$ cat src/rtl/reg_writeback.sv
// Register file write-port master: merges pipeline WB writes with queued MDU results.
// Pipeline writes always win; MDU results drain from a small FIFO into idle slots.
module reg_writeback #(
  parameter int unsigned DEPTH = 4
) (
  input  logic                     clk,
  input  logic                     rst,
  input  logic                     pipe_wen,
  input  logic [4:0]               pipe_addr,
  input  logic [31:0]              pipe_data,
  input  logic                     mdu_valid,
  output logic                     mdu_ready,
  input  logic [4:0]               mdu_addr,
  input  logic [31:0]              mdu_data,
  input  logic [4:0]               r1A,
  input  logic [4:0]               r2A,
  output logic                     pend1,
  output logic                     pend2,
  output logic                     regW,
  output logic [4:0]               wrA,
  output logic [31:0]              wrD,
  output logic [$clog2(DEPTH):0]   fifo_count
);

  localparam int unsigned AW = $clog2(DEPTH);
  localparam int unsigned CW = AW + 1;

  logic [4:0]       addr_q [DEPTH];
  logic [31:0]      data_q [DEPTH];
  logic [DEPTH-1:0] kill_q;
  logic [AW-1:0]    rd_ptr;
  logic [AW-1:0]    wr_ptr;
  logic [CW-1:0]    count;

  logic [AW-1:0]    offs [DEPTH];
  logic [DEPTH-1:0] valid;
  logic             pipe_eff;
  logic             empty;
  logic             pop;
  logic             store;

  assign pipe_eff   = pipe_wen && (pipe_addr != 5'd0);
  assign empty      = (count == CW'(0));
  assign pop        = !pipe_eff && !empty;
  assign mdu_ready  = !rst && (count < CW'(DEPTH));
  assign store      = mdu_valid && mdu_ready && (mdu_addr != 5'd0);
  assign fifo_count = count;

  // An entry is live when its distance from the read pointer is below the occupancy.
  always_comb begin
    valid = '0;
    for (int i = 0; i < DEPTH; i++) begin
      offs[i]  = AW'(i) - rd_ptr;
      valid[i] = ({1'b0, offs[i]} < count);
    end
  end

  // Scoreboard lookup over queued, non-killed entries; r0 is never pending.
  always_comb begin
    pend1 = 1'b0;
    pend2 = 1'b0;
    for (int i = 0; i < DEPTH; i++) begin
      if (valid[i] && !kill_q[i] && (addr_q[i] == r1A)) pend1 = 1'b1;
      if (valid[i] && !kill_q[i] && (addr_q[i] == r2A)) pend2 = 1'b1;
    end
    if (r1A == 5'd0) pend1 = 1'b0;
    if (r2A == 5'd0) pend2 = 1'b0;
  end

  always_ff @(posedge clk) begin
    if (rst) begin
      regW   <= 1'b0;
      wrA    <= 5'd0;
      wrD    <= 32'd0;
      rd_ptr <= '0;
      wr_ptr <= '0;
      count  <= '0;
      kill_q <= '0;
    end else begin
      if (pipe_eff) begin
        regW <= 1'b1;
        wrA  <= pipe_addr;
        wrD  <= pipe_data;
      end else if (pop && !kill_q[rd_ptr]) begin
        regW <= 1'b1;
        wrA  <= addr_q[rd_ptr];
        wrD  <= data_q[rd_ptr];
      end else begin
        regW <= 1'b0;
      end

      if (pop)   rd_ptr <= rd_ptr + AW'(1);
      if (store) wr_ptr <= wr_ptr + AW'(1);
      count <= count + CW'(store) - CW'(pop);

      // A younger pipe write supersedes every older queued result to the same register.
      if (pipe_eff) begin
        for (int i = 0; i < DEPTH; i++) begin
          if (valid[i] && (addr_q[i] == pipe_addr)) kill_q[i] <= 1'b1;
        end
      end
      if (store) kill_q[wr_ptr] <= 1'b0;
    end
  end

  always_ff @(posedge clk) begin
    if (store) begin
      addr_q[wr_ptr] <= mdu_addr;
      data_q[wr_ptr] <= mdu_data;
    end
  end

endmodule

$ cat config.mk
export PLATFORM = sky130hd
export DESIGN_NAME = reg_writeback
export DESIGN_NICKNAME = d
export VERILOG_FILES = /design/src/rtl/reg_writeback.sv
export SDC_FILE = /design/constraint.sdc
export NUM_CORES = 1
export LEC_CHECK = 0
export CORE_ASPECT_RATIO = 2
export CORE_MARGIN = 3
export CORE_UTILIZATION = 49
export CTS_CLUSTER_SIZE = 14
export DETAILED_ROUTE_END_ITERATION = 8
export PLACE_DENSITY_LB_ADDON = 0.08
export SLEW_MARGIN = 20
export SYNTH_ARGS = -nofsm -noshare
export SYNTH_HDL_FRONTEND = slang
export SYNTH_SLANG_ARGS = --single-unit
$ cat constraint.sdc
create_clock -name clk -period 2.6 [get_ports clk]
set_clock_uncertainty 0.2 [all_clocks]
set_input_delay 0.26 -clock clk [delete_from_list [all_inputs] [get_ports clk]]
set_output_delay 0.26 -clock clk [all_outputs]
set_load 0.01 [all_outputs]
==> summary.txt, run 1 <==
Run status
  • Status: finished with violations
  • Violated checks: negative setup slack

Drt
  • Total Wirelength: 20,270 um
  • Detail Route Antenna Nets: 0
  • Via density: 5.665
  • DRT Pass-1 Iters: 4
  • Met2 wire length: 11,460 um
  • DR vias: 5,314
  • Wire length per cell: ~22 um
  • Top layer reached by signal wires: met4
  • Routed wl met3: 828 um
  • DR DRC count: 0
  • DR iter-0 viols: 258
  • WL met1: a little over 7000 um

STA
  • Slew at the pin closest to its max-slew limit: 0.6289 ns
  • Final Cycle Share: 105.4%
  • Fin worst setup slack: -0.1414 ns
  • RSZ-0062 raised after global routing: yes
  • Final Slew Violations: 0
  • Hold slack: 0.1688 ns
  • Final setup violating endpoints: 2
  • Post-route minimum period: 2.741 ns
  • Max transition margin: 58.07%
  • Final hold viol count: 0
  • Max Clock Freq: around 360 MHz

Worst hold path
  • Worst Hold Path EP: wrA[2]$_SDFFE_PP0P_
  • Hold_sp: pipe_addr[2]
  • Hold depth: 4
  • Worst min-delay path category: primary input to flip-flop

Synthesis
  • Top cells by instance count after synthesis: 148 x edfxtp_1, 51 x dfxtp_1, 49 x nor2_1, 43 x nor3_1, 39 x xnor2_1
  • Synth top area share: 51.73%
  • Post-synth EDFFs: ~150
  • Syn_nets: 658
  • Synth area leaders: edfxtp_1 52%, dfxtp_1 12%, mux4_2 10%, o22ai_2 4.4%, xnor2_1 4.0%
  • Yosys Warn Count: 0
  • Distinct cells, synth: between 40 and 50
  • Fraction of registers with async set/reset: 0%
  • Ys flop type: edfxtp_1
  • Synthesized area per cell: 15.37 sq um
  • Most numerous cell in the Yosys netlist: edfxtp_1
  • Cells after synthesis: 559
  • Synthesized area: 0.008592 sq mm
  • Post-synthesis register bit count: 199
  • Post-synthesis sequential area ratio: 63.61%
  • Cell taking the most area after synthesis: edfxtp_1

Power and ir drop
  • Clk pwr share: 27.7%
  • Max VDD drop: 665.4 uV
  • Leak: between 3 and 4 nW
  • Switching share of power: 29.15%
  • Final Power: 9.477 mW
  • Pwr Density: ~850 mW/mm^2
  • Psw: 2.762 mW
  • Pint: 6.715 mW
  • Logic pwr share: a little under a third
  • Flop pwr share: 41.3%

Clock network
  • TritonCTS clock tree: done
  • CTS root buf: clkbuf_16
  • Clock sink total: 199
  • Inserted Clock Buffers: 17
  • Clock transition at the registers of the reported paths: 0.07 ns
  • CTS H-Tree Depth: 4
  • Max Buffers Root-to-Sink: 2
  • Clk_lat worst skew: ~0.43 ns

Die
  • Die X: 99.64 um
  • Vert. Die Dim: 193.3 um
  • Die area: about 0.019 sq mm
  • Top-Level Pins: around 130
  • Row cnt: 67
  • Placeable Area: 0.01702 sq mm
  • Initial Utilization: 50.49%

Placement
  • DP HPWL: 14,340 um
  • Placed cell count: 905
  • Port bufs: 131
  • RD Place Congestion: 0.9450
  • DP Area: 0.01041 sq mm

Run
  • Max Cap Violations: 0

Global routing
  • Initial antenna violation count: 0
  • First-pass GRT wire length: 31,800 um
  • GRT Resource Usage Total: 22.00%
  • Vias in the first global route: 5,867
  • Largest net degree at the start of global routing: ~50
  • Grt ovf: 0

Layout
  • Area grow syn2layout: 29.44%
  • Fin area: 0.01112 sq mm
  • Final #Nets: just over 800
  • Share of cells above drive strength 1: roughly a quarter
  • Diode count: 0
  • Final Util: 65.36%
  • Layout Cells excl Fill: 938

Worst setup path
  • Critical path type: flip-flop to output port
  • Critical Path AT: 2.28 ns
  • Crit path required time: 2.14 ns
  • Worst reg-to-reg path cell count: 11
  • Crit-path cells: xnor2_2 > inv_1 > ha_1 > nor2b_1 > a311o_1 > nor4_2 > nor4_1 > a21oi_1 > buf_2
  • CP max stage cell: a311o_1
  • CP startpoint: rd_ptr[1]$_SDFFE_PP0P_
  • Worst setup SP type: flip-flop
  • Crit path buffers/inverters: 2
  • Worst r2r src: fifo_count[2]$_SDFF_PP0_
  • Crit-path leading delay family: compound AO/OA/AOI/OAI gates
  • End of the worst register-to-register path: fifo_count[2]$_SDFF_PP0_
  • Crit path largest cell delay: 0.36 ns
  • Worst-path fanout max: 3
  • Reg2reg setup slack: about 0.14 ns
  • CP endpoint kind: output port
-- repair_timing --
item,CTS,global route
pin swaps,8,5
setup endpoints to repair,3,3
hold buffers,0,0
resized for setup,24,11
cloned,0,0
buffers inserted,0,1
-- flip-flops by register name, summed over array words and instances, names as in the netlist, 2 cells and up, named ones only --
name / count
data_q: 128
wrD: 32
addr_q: 20
wrA: 5
kill_q: 4
fifo_count: 3
rd_ptr: 2
wr_ptr: 2
-- power groups by stage --
stage          logic (mW)  clock network, mW  registers, mW
6_report             2.94               2.62           3.92
5_1_grt              3.18               2.82           3.94
4_1_cts              2.92               2.68           3.92
3_5_place_dp         2.86                  0           3.98
3_3_place_gp         2.82                  0           3.96
2_1_floorplan        1.74                  0           3.98
-- cell usage in the layout (no fill, tap or decap), types with 4 or more instances in the layout --
cell type,n
dfxtp_1,45
nand3_1,8
xor2_1,27
nor3_1,41
nor2_1,48
mux4_2,38
nor4_2,6
ha_1,9
edfxtp_1,148
dfxtp_2,6
buf_4,43
nor4_1,4
inv_6,6
xnor2_1,37
o22ai_2,30
clkbuf_16,17
and2_2,4
nor2b_1,6
clkdlybuf4s50_1,125
inv_1,8
buf_12,7
-- worst max-delay path by stage --
stage | to | slack [ns] | cells past startpoint
final | pend2 | -0.14 | 9
after global routing | pend2 | -0.36 | 9
after CTS | pend2 | -0.17 | 7
after detailed placement | fifo_count[2]$_SDFF_PP0_ | -0.48 | 13
after global placement | fifo_count[2]$_SDFF_PP0_ | -0.42 | 13
after floorplan | fifo_count[2]$_SDFF_PP0_ | -0.15 | 13
-- cell families after synthesis --
family | after synthesis | share of synthesized area, %
adders and majority gates | 11 | 1.689
DFF | 199 | 63.61
xor gates and xnor gates | 66 | 6.728
AOI/OAI and AO/OA | 59 | 7.252
muxes | 41 | 10.31
buffers and inverters | 51 | 2.985
and+or+nand+nor | 132 | 7.427
-- worst register-to-register path, cell delays in order (launching register included) --
cell	delay [ns]
dfxtp_2	0.38
buf_4	0.17
nor3_2	0.24
nor2_2	0.07
ha_1	0.29
inv_1	0.06
ha_1	0.13
inv_1	0.06
fa_2	0.39
xnor2_2	0.14
xnor2_1	0.15
nor2_1	0.05
-- per-stage QoR --
step,setup TNS [ns],worst slack [ns]
6_report,-0.2287,-0.1414
5_1_grt,-0.6027,-0.3576
4_1_cts,-0.2827,-0.1724
3_5_place_dp,-1.245,-0.4836
3_3_place_gp,-1.072,-0.4219
2_1_floorplan,-0.1471,-0.1471
-- area by class of cell --
cell class,count,area (sq um)
Clock inverter,15,163.9
Clock buffer,17,425.4
Multi-Input combinational cell,309,2997
Fill cell,1211,5896
Sequential cell,199,5473
Timing Repair Buffer,181,1767
Tap cell,207,259.0
Inverter,10,37.54
-- routing by layer --
metal | global-route usage [%] | up-vias
met2 | 40.52 | 161
met5 | 0 | -
li1 | - | 2441
met1 | 23.68 | 2661
met4 | 10.08 | 0
met3 | 4.290 | 51
No activity file was read; power rests on OpenSTA's default activity.
==> run 2, diff against run 1 <==
--- a/config.mk
+++ b/config.mk
@@ -8,6 +8,7 @@
 export CORE_ASPECT_RATIO = 2
 export CORE_MARGIN = 3
 export CORE_UTILIZATION = 49
+export CTS_CLUSTER_DIAMETER = 120
 export CTS_CLUSTER_SIZE = 14
 export DETAILED_ROUTE_END_ITERATION = 8
 export PLACE_DENSITY_LB_ADDON = 0.08
==> constraint.sdc (replaced) <==
create_clock -name clk -period 2.5 [get_ports clk]
set_clock_uncertainty 0.2 [all_clocks]
set_input_delay 0.25 -clock clk [delete_from_list [all_inputs] [get_ports clk]]
set_output_delay 0.25 -clock clk [all_outputs]
set_load 0.01 [all_outputs]
==> run 2 against run 1 <==
Net effect:
- the run still ends with negative setup slack left
- first-iteration DRC count up 0.78%
- sequential power increased by 5%
- sequential cell count stayed put
- non-clock buffer count rose by 20
- clock power grew 9.5%
- critical path type unchanged
- largest cell class unchanged
==> summary.txt, run 2 (synthesized netlist as in run 1, its figures left out) <==
Worst setup path
  • Critical path type: flip-flop to output port
  • CP endpoint kind: output port
  • Worst r2r src: rd_ptr[0]$_SDFFE_PP0P_
  • End of the worst register-to-register path: wrD[15]$_SDFFE_PP0P_
  • Worst reg-to-reg path cell count: 6 (-5)
  • Critical Path AT: 2.20 ns (-0.08 ns)
  • Worst-path fanout max: 4 (+1)
  • Worst setup SP type: flip-flop
  • Reg2reg setup slack: 0.14 ns (about the same)
  • Crit path required time: 2.05 ns (-0.09 ns)

Layout
  • Share of cells above drive strength 1: 27.30% (+1.9 points)
  • Max reg flops: 128 (unchanged)
  • Most frequent cells in the layout: 148 x edfxtp_1, 125 x clkdlybuf4s50_1, 54 x buf_4
  • Area grow syn2layout: 32.82%
  • Most common cell after layout, fill and taps aside: edfxtp_1
  • Biggest register: data_q
  • Top Registers: data_q (128), wrD (32), addr_q (20)
  • Final Util: 67.06% (+1.7 points)
  • Diode count: 0 (unchanged)
  • Final #Nets: 837 (+2.4%)
  • Layout Cells excl Fill: 958 (+2.1%)
  • # fillers: 1,236 (+2.1%)

Die
  • Vert. Die Dim: 193.3 um (unchanged)
  • Placeable Area: 0.01702 sq mm (unchanged)
  • Initial Utilization: 50.49% (unchanged)
  • Row cnt: 67 (unchanged)
  • Top-Level Pins: 132 (unchanged)
  • Die area: 0.01926 sq mm (unchanged)
  • Die X: 99.64 um (unchanged)

Worst hold path
  • Hold_sp: pipe_addr[1]
  • Worst min-delay path category: primary input to flip-flop
  • Worst Hold Path EP: wrA[1]$_SDFFE_PP0P_
  • Hold depth: 4 (unchanged)

Drt
  • DR vias: 5,348 (+0.64%)
  • DRT Pass-1 Iters: 5 (+1)
  • DR iter-0 viols: 260 (+0.78%)
  • Detail Route Antenna Nets: 0 (unchanged)
  • DR DRC count: 0 (unchanged)
  • Total Wirelength: 20,930 um (+3.3%)
  • Wire length per cell: 21.85 um (+1.1%)
  • Via density: 5.582 (-1.5%)

STA
  • Post-route minimum period: 2.650 ns
  • Final Slew Violations: 0 (unchanged)
  • Max transition margin: 58.44% (+0.37 points)
  • RSZ-0062 raised after global routing: yes
  • Final hold viol count: 0 (unchanged)
  • Fin worst setup slack: -0.1504 ns (-0.009040 ns)
  • Final setup violating endpoints: 2 (unchanged)
  • Slew at the pin closest to its max-slew limit: 0.6234 ns (-0.005528 ns)
  • Hold slack: 0.2025 ns (+0.03373 ns)
  • Max Clock Freq: between 300 and 400 MHz
  • Final Cycle Share: 106.0%

Global routing
  • Vias in the first global route: 5,868 (+0.017%)
  • M2 GR Usage: 42.84% (+2.3 points)
  • Grt peak-use layer: met2
  • Grt ovf: 0 (unchanged)
  • GRT met1 Usage: 23.35% (-0.33 points)
  • Initial antenna violation count: 0 (unchanged)
  • Met3 usage: 3.172% (-1.1 points)
  • First-pass GRT wire length: 32,370 um (+1.8%)
  • Largest net degree at the start of global routing: 51 (unchanged)
  • GRT Resource Usage Total: 22.53% (+0.53 points)

Placement
  • Pre-CTS WS: -0.5865 ns (-0.1029 ns)
  • DP HPWL: 15,540 um (+8.4%)
  • Port bufs: 131 (unchanged)
  • RD Place Congestion: 0.9049 (-4.2%)
  • Placed cell count: 919 (+1.5%)

Power and ir drop
  • Switching share of power: 27.72% (-1.4 points)
  • Leak: 3.924 nW (+3.3%)
  • Logic pwr share: 31.2% (+0.2 points)
  • Pint: 7.335 mW (+9.2%)
  • Max VDD drop: 800.3 uV (+20%)
  • Clk pwr share: 28.3% (+0.6 points)
  • Psw: 2.813 mW (+1.8%)
  • Flop pwr share: 40.5% (-0.8 points)
  • Final Power: 10.15 mW (+7.1%)
  • Pwr Density: 889.2 mW/mm^2 (+4.4%)

Clock network
  • Clock sink total: 199 (unchanged)
  • Clock transition at the registers of the reported paths: 0.07 ns (about the same)
  • Clk_lat worst skew: 0.42 ns (about the same)
  • Post-CTS Hold Buffers: 0 (unchanged)
  • Max Buffers Root-to-Sink: 2 (unchanged)
  • TritonCTS clock tree: done
  • Inserted Clock Buffers: 17 (unchanged)
  • CTS H-Tree Depth: 4 (unchanged)
  • CTS root buf: clkbuf_16

Run status
  • Status: finished with violations
  • Violated checks: negative setup slack

Run
  • Max Cap Violations: 0 (unchanged)
-- run 2: changes by cell type in the layout (fill, tap and decap cells not counted), sizes merged --
cell,delta
clkbuf,+9
dlymetal6s2s,-3
buf,+19
inv,-5
clkdlybuf4s15,+1
clkinvlp,-1
dlygate4sd2,+2
clkinv,-2
-- run 2: worst max path at each step --
stage	startpoint	to	slack (ns)	depth (start not counted)
finish	rd_ptr[1]$_SDFFE_PP0P_	pend1	-0.15	8
detailed placement	pipe_addr[0]	fifo_count[2]$_SDFF_PP0_	-0.59	12
CTS	rd_ptr[1]$_SDFFE_PP0P_	pend2	-0.18	7
floorplan	pipe_addr[1]	fifo_count[2]$_SDFF_PP0_	-0.18	12
global route	rd_ptr[1]$_SDFFE_PP0P_	pend1	-0.28	8
global placement	pipe_addr[0]	fifo_count[2]$_SDFF_PP0_	-0.51	12
-- run 2: metrics by stage --
step           setup TNS [ns]  instance area (sq um)
6_report              -0.2888                  11410
5_1_grt               -0.5525                  11410
4_1_cts               -0.3421                  11360
3_5_place_dp           -2.453                  10630
3_3_place_gp           -1.606                  10630
2_1_floorplan         -0.1803                   8608
-- run 2: cell type report --
type | instances | area, sq um | share of cell area [%]
Tap cell | 207 | 259.0 | 2.269
Sequential cell | 199 | 5478 | 48.00
Clock buffer | 25 | 539.3 | 4.725
Multi-Input combinational cell | 309 | 2992 | 26.21
Inverter | 10 | 37.54 | 0.3289
Timing Repair Buffer | 201 | 2004 | 17.56
Clock inverter | 7 | 102.6 | 0.8990
-- run 2: routing by layer --
| metal | wire length, um | up-vias |
|---|---|---|
| li1 | - | 2484 |
| met1 | 7157 | 2684 |
| met2 | 12290 | 142 |
| met3 | 584 | 38 |
| met4 | 897 | 0 |
| met5 | 0 | - |
-- run 2: what timing repair did --
action,4_1_cts,5_1_grt
pin swaps,20,8
endpoints found under the setup margin,3,3
gates resized for setup,33,5
buffers inserted,3,4
-- run 2: worst max-delay path: stages (launching register included) --
cell and delay (ns):
dfxtp_4 0.38, inv_2 0.06, ha_4 0.27, a211oi_2 0.05, or3_4 0.41, nor4_4 0.27
nor4_1 0.08, a21oi_1 0.13, buf_2 0.15
-- run 2: power groups by stage --
stage	Sequential, mW	Clock, mW	Combinational [mW]
2_1_floorplan	4.13	0	1.82
3_3_place_gp	4.16	0	3.01
3_5_place_dp	4.17	0	3.05
4_1_cts	4.12	2.93	3.16
5_1_grt	4.15	3.05	3.41
6_report	4.11	2.87	3.17
==> run 3, diff against run 2 <==
--- a/config.mk
+++ b/config.mk
@@ -11,8 +11,8 @@
 export CTS_CLUSTER_DIAMETER = 120
 export CTS_CLUSTER_SIZE = 14
 export DETAILED_ROUTE_END_ITERATION = 8
+export GPL_TIMING_DRIVEN = 0
 export PLACE_DENSITY_LB_ADDON = 0.08
-export SLEW_MARGIN = 20
 export SYNTH_ARGS = -nofsm -noshare
 export SYNTH_HDL_FRONTEND = slang
 export SYNTH_SLANG_ARGS = --single-unit
==> run 3 against run 2 <==
Net effect:
- the run still ends with negative setup slack left
- combinational power about the same
- register-to-register slack worse by 0.07 ns
- worst hold slack worse by 0.12 ns
- sequential share of layout area is 2.6 points higher
- routed wire length decreased by 1.0%
- die area stayed put
- largest power group unchanged
==> summary.txt, run 3 (synthesized netlist as in run 1, its figures left out) <==
Power and ir drop
  • Flop pwr share: 42.1% (+1.6 points)
  • Pwr Density: 892.7 mW/mm^2 (+0.39%)
  • Leak: 3.604 nW (-8.2%)
  • Psw: 2.861 mW (+1.7%)
  • Clk pwr share: 25.5% (-2.8 points)
  • Max VDD drop: 603.1 uV (-25%)
  • Pint: 6.810 mW (-7.2%)
  • Logic pwr share: 32.4% (+1.2 points)
  • Switching share of power: 29.58% (+1.9 points)

Run status
  • Violated checks: negative setup slack
  • Status: finished with violations

STA
  • Max transition margin: 26.99% (-31 points)
  • Setup_tns: -0.3961 ns (-0.1073 ns)
  • Max Clock Freq: 369.0 MHz (-2.2%)
  • Final Cycle Share: 108.4% (+2.4 points)
  • Post-route minimum period: 2.710 ns (+0.05988 ns)
  • Slew at the pin closest to its max-slew limit: 1.095 ns (+0.4718 ns)
  • Final hold viol count: 0 (unchanged)
  • RSZ-0062 raised after global routing: yes
  • Final Slew Violations: 0 (unchanged)
  • Hold slack: 0.08500 ns (-0.1175 ns)
  • Fin worst setup slack: -0.2103 ns (-0.05988 ns)
  • Final setup violating endpoints: 2 (unchanged)

Drt
  • Detail Route Antenna Nets: 0 (unchanged)
  • Via density: 5.677 (+1.7%)
  • Total Wirelength: 20,720 um (-1.0%)
  • Wire length per cell: 22.42 um (+2.6%)
  • DRT Pass-1 Iters: 4 (-1)
  • DR iter-0 viols: 182 (-30%)
  • DR vias: 5,246 (-1.9%)
  • DR DRC count: 0 (unchanged)

Layout
  • Max reg flops: 128 (unchanged)
  • Top Registers: data_q (128), wrD (32), addr_q (20)
  • Final #Nets: 803 (-4.1%)
  • Biggest register: data_q
  • Fin area: 0.01083 sq mm (-5.1%)
  • Seq. cell area: 0.005482 sq mm (about the same)
  • Layout Cells excl Fill: 924 (-3.5%)
  • Diode count: 0 (unchanged)
  • Most frequent cells in the layout: 148 x edfxtp_1, 113 x clkdlybuf4s50_1, 47 x nor2_1
  • Multi-input logic area: 0.003078 sq mm (+2.9%)
  • Most common cell after layout, fill and taps aside: edfxtp_1
  • Share of cells above drive strength 1: 23.15% (-4.1 points)
  • # fillers: 1,279 (+3.5%)
  • Area grow syn2layout: 26.08%

Clock network
  • Clock transition at the registers of the reported paths: 0.07 ns (about the same)
  • CTS H-Tree Depth: 4 (unchanged)
  • Inserted Clock Buffers: 17 (unchanged)
  • CTS root buf: clkbuf_16
  • Clock sink total: 199 (unchanged)
  • Max Buffers Root-to-Sink: 2 (unchanged)
  • Clk_lat worst skew: 0.43 ns (about the same)
  • TritonCTS clock tree: done

Die
  • Placeable Area: 0.01702 sq mm (unchanged)
  • Row cnt: 67 (unchanged)
  • Vert. Die Dim: 193.3 um (unchanged)
  • Top-Level Pins: 132 (unchanged)
  • Die area: 0.01926 sq mm (unchanged)
  • Die X: 99.64 um (unchanged)
  • Initial Utilization: 50.49% (unchanged)

Global routing
  • Largest net degree at the start of global routing: 39 (-24%)
  • First-pass GRT wire length: 32,010 um (-1.1%)
  • Vias in the first global route: 5,822 (-0.78%)
  • Grt ovf: 0 (unchanged)
  • GRT Resource Usage Total: 22.17% (-0.36 points)
  • Initial antenna violation count: 0 (unchanged)

Worst setup path
  • CP endpoint kind: output port
  • Worst-path fanout max: 4 (unchanged)
  • Crit path required time: 2.05 ns (about the same)
  • Critical Path AT: 2.26 ns (+0.06 ns)
  • Worst setup SP type: flip-flop
  • Critical path type: flip-flop to output port
  • CP startpoint: rd_ptr[1]$_SDFFE_PP0P_
  • Worst r2r src: fifo_count[2]$_SDFF_PP0_

Run
  • Max Cap Violations: 0 (unchanged)

Worst hold path
  • Hold_sp: pipe_addr[0]
  • Worst min-delay path category: primary input to flip-flop

Placement
  • RD Place Congestion: 0.9324 (+3.0%)
  • DP HPWL: 14,250 um (-8.3%)
  • DP Area: 0.01002 sq mm (-5.7%)
  • Placed cell count: 881 (-4.1%)
  • Port bufs: 115 (-12%)
run 3: per-stage QoR:
| stage | power, mW | setup WS [ns] | utilization, % |
|---|---|---|---|
| after floorplan | 5.952 | -0.1803 | - |
| after detailed placement | 6.971 | -0.5146 | 58.87 |
| after CTS | 9.573 | -0.2564 | 62.84 |
| after global routing | 10.10 | -0.3478 | 63.66 |
| after global placement | 6.900 | -0.4806 | 58.87 |
| final | 9.671 | -0.2103 | 63.66 |
run 3: per-layer routing:
layer | share of wire [%] | vias up | global-route usage, %
li1 | - | 2415 | -
met1 | 36 | 2634 | 24.96
met2 | 57 | 168 | 41.09
met3 | 4.6 | 29 | 3.713
met4 | 2.4 | 0 | 8.207
met5 | 0 | - | 0
run 3: layout make-up:
class	count	share of cell area, %
flip-flops and latches	199	50.60
multi-input cells	309	28.41
well taps	207	2.391
repair buffers	128	11.49
inverters	10	0.3696
clock inverters	10	0.6353
clock buffers	22	4.204
plain buffers	39	1.894
run 3: power by group through the flow:
stage / sequential (mW) / combinational [mW] / clock, mW
2_1_floorplan: 4.13 / 1.82 / 0
3_3_place_gp: 4.09 / 2.81 / 0
3_5_place_dp: 4.10 / 2.87 / 0
4_1_cts: 4.07 / 3.00 / 2.51
5_1_grt: 4.10 / 3.38 / 2.63
6_report: 4.07 / 3.14 / 2.46
run 3: path summary, 6_finish.rpt:
path | to | slack (ns) | depth (start not counted)
min reg2reg | wrA[0]$_SDFFE_PP0P_ | 0.27 | 1
max | pend2 | -0.21 | 8
min | kill_q[3]$_SDFF_PP0_ | 0.09 | 4
max reg2reg | fifo_count[2]$_SDFF_PP0_ | 0.07 | 13
run 3: worst max-delay path, stage by stage (launching register included):
cell and delay, ns:
dfxtp_4 0.38, xnor2_4 0.15, ha_1 0.20, nor2b_4 0.12, a311o_1 0.33, nor4_2 0.32
nor4_2 0.07, a21oi_1 0.12, buf_2 0.14
run 3: timing repair:
item | CTS | global route
gates resized for setup | 34 | 23
endpoints found under the setup margin | 156 | 27
setup buffers | 7 | 4
gates cloned | 0 | 0
pin swaps | 15 | 13
hold buffers | 2 | 0
endpoints found under the hold margin | 2 | 0
==> RTL change, RTL diff (flow settings as in run 1) <==
Reset style: asynchronous (`rst`), changed in one clocked block.
--- a/src/rtl/reg_writeback.sv
+++ b/src/rtl/reg_writeback.sv
@@ -67,7 +67,7 @@
     if (r2A == 5'd0) pend2 = 1'b0;
   end
 
-  always_ff @(posedge clk) begin
+  always_ff @(posedge clk or posedge rst) begin
     if (rst) begin
       regW   <= 1'b0;
       wrA    <= 5'd0;
Behaviour: differs if rst is asserted again (counterexample within 4 cycles, from zero or initial values and one cycle with rst high); with rst held inactive, the same outputs for 4 cycles.
==> RTL change against run 1 <==
Non-clock buffer count grew 7. Routed wire length increased by 4.1%. Design area is 1.6% higher. Area after synthesis rose by 0.90%. Largest cell class unchanged. The run still ends with setup timing left. Highest routed layer unchanged. Power rose by 24%. Setup slack got worse by 0.14 ns. First-iteration DRC count shrank 23%. Count of clock-buffer cells in the layout rose by 5. Sequential cell count down 2.
==> RTL change: results <==
status:
  status: "finished with violations"
  violations: "setup timing"
synth:
  synth_common_cells: "148 x edfxtp_1, 49 x dfrtp_1, 41 x nand2_1"
  synth_fa_ha_area_share_pct: 1.67
  seq_area_frac_synth_pct: 65.4
  ys_top_cells_by_area: "edfxtp_1 51%, dfrtp_1 14%, mux4_2 9.9%"
  synth_xor_xnor_area_share_pct: 6.67
  ys_async_sr_fraction_pct: 24.9
  ys_types: 32
  synth.avg_cell_area_um2: 15.8
  synth_compound_area_share_pct: 3.95
place:
  postPlaceCellArea_um2: 10500
  place_hpwl_um: 15400
  place.gp.congestion: 0.911
  dpl_worst_slack_ns: -0.514
grt:
  use_met3_pct: 3.31
  grt_pass1_vias: 5715
  met2_usage_pct: 42.9
  grt_pass1_wl_um: 32300
  track_usage_pct: 22.7
  gr-usage-met1_pct: 23.6
sta:
  slew-limit-headroom_pct: 50.0
  timing.setup.tns_ns: -0.539
  setup_viol_count_final: 2
  finalWorstSetupSlack_ns: -0.278
detailed_routing:
  drtIter0Drc: 199
  wl_per_cell_um: 22.4
  route.met2.wl_um: 12400
  vias: 5213
worst_setup_path:
  crit_slowest_cell: "dfrtp_2"
  critical-path-max-stage-delay_ns: 0.43
  crit_path_max_fanout: 2
  cp_data_arrival_time_ns: 2.42
power:
  power.leakage_nw: 4.16
layout:
  layout-drive-gt1-share_pct: 21.8
-- RTL change: final timing paths --
path                                              start                       to  slack, ns  depth (start not counted)
worst min register to register      kill_q[1]$_DFF_PP0_      kill_q[1]$_DFF_PP0_       0.33                          2
worst min-delay path                       pipe_addr[1]       wrA[1]$_DFFE_PP0P_       0.07                          4
max in group asynchronous                           rst      wrD[20]$_DFFE_PP0P_       1.41                          4
worst max-delay path              rd_ptr[0]$_DFFE_PP0P_                    pend1      -0.28                          9
worst max register to register  fifo_count[2]$_DFF_PP0_  fifo_count[2]$_DFF_PP0_       0.15                         11
min in group asynchronous                           rst           regW$_DFF_PP0_       0.14                          3
-- RTL change: worst register-to-register path, cell delays in order (launching register included) --
cell and delay [ns]:
dfrtp_2 0.46, nor2_1 0.16, nand2_1 0.10, a21oi_2 0.15, inv_1 0.07, ha_1 0.28, inv_1 0.06, ha_2 0.16
inv_1 0.05, fa_2 0.35, xnor2_2 0.15, xnor2_1 0.17
-- RTL change: power by group --
group	switching (mW)	internal, mW	total (mW)
Sequential	0.312	3.94	4.25
Clock	1.11	1.70	2.81
Combinational	2.21	2.45	4.66
Total	3.64	8.08	11.7
-- RTL change: final cells by class --
cell class                 instances  area, µm²
timing repair buffer             188       1820
multi-input combinational        300       2840
tap                              210        263
clock inverter                    10        168
inverter                          14       52.6
sequential                       197       5670
clock buffer                      22        474
fill                            1274       5980
-- RTL change: kinds of logic (layout without fill, tap and decap cells) --
group | Yosys count | count (layout)
muxes | 75 | 75
and+or+nand+nor | 88 | 88
DFF | 197 | 197
buffers and inverters | 50 | 234
xor gates and xnor gates | 66 | 66
AOI/OAI and AO/OA | 60 | 60
adders and majority gates | 11 | 11
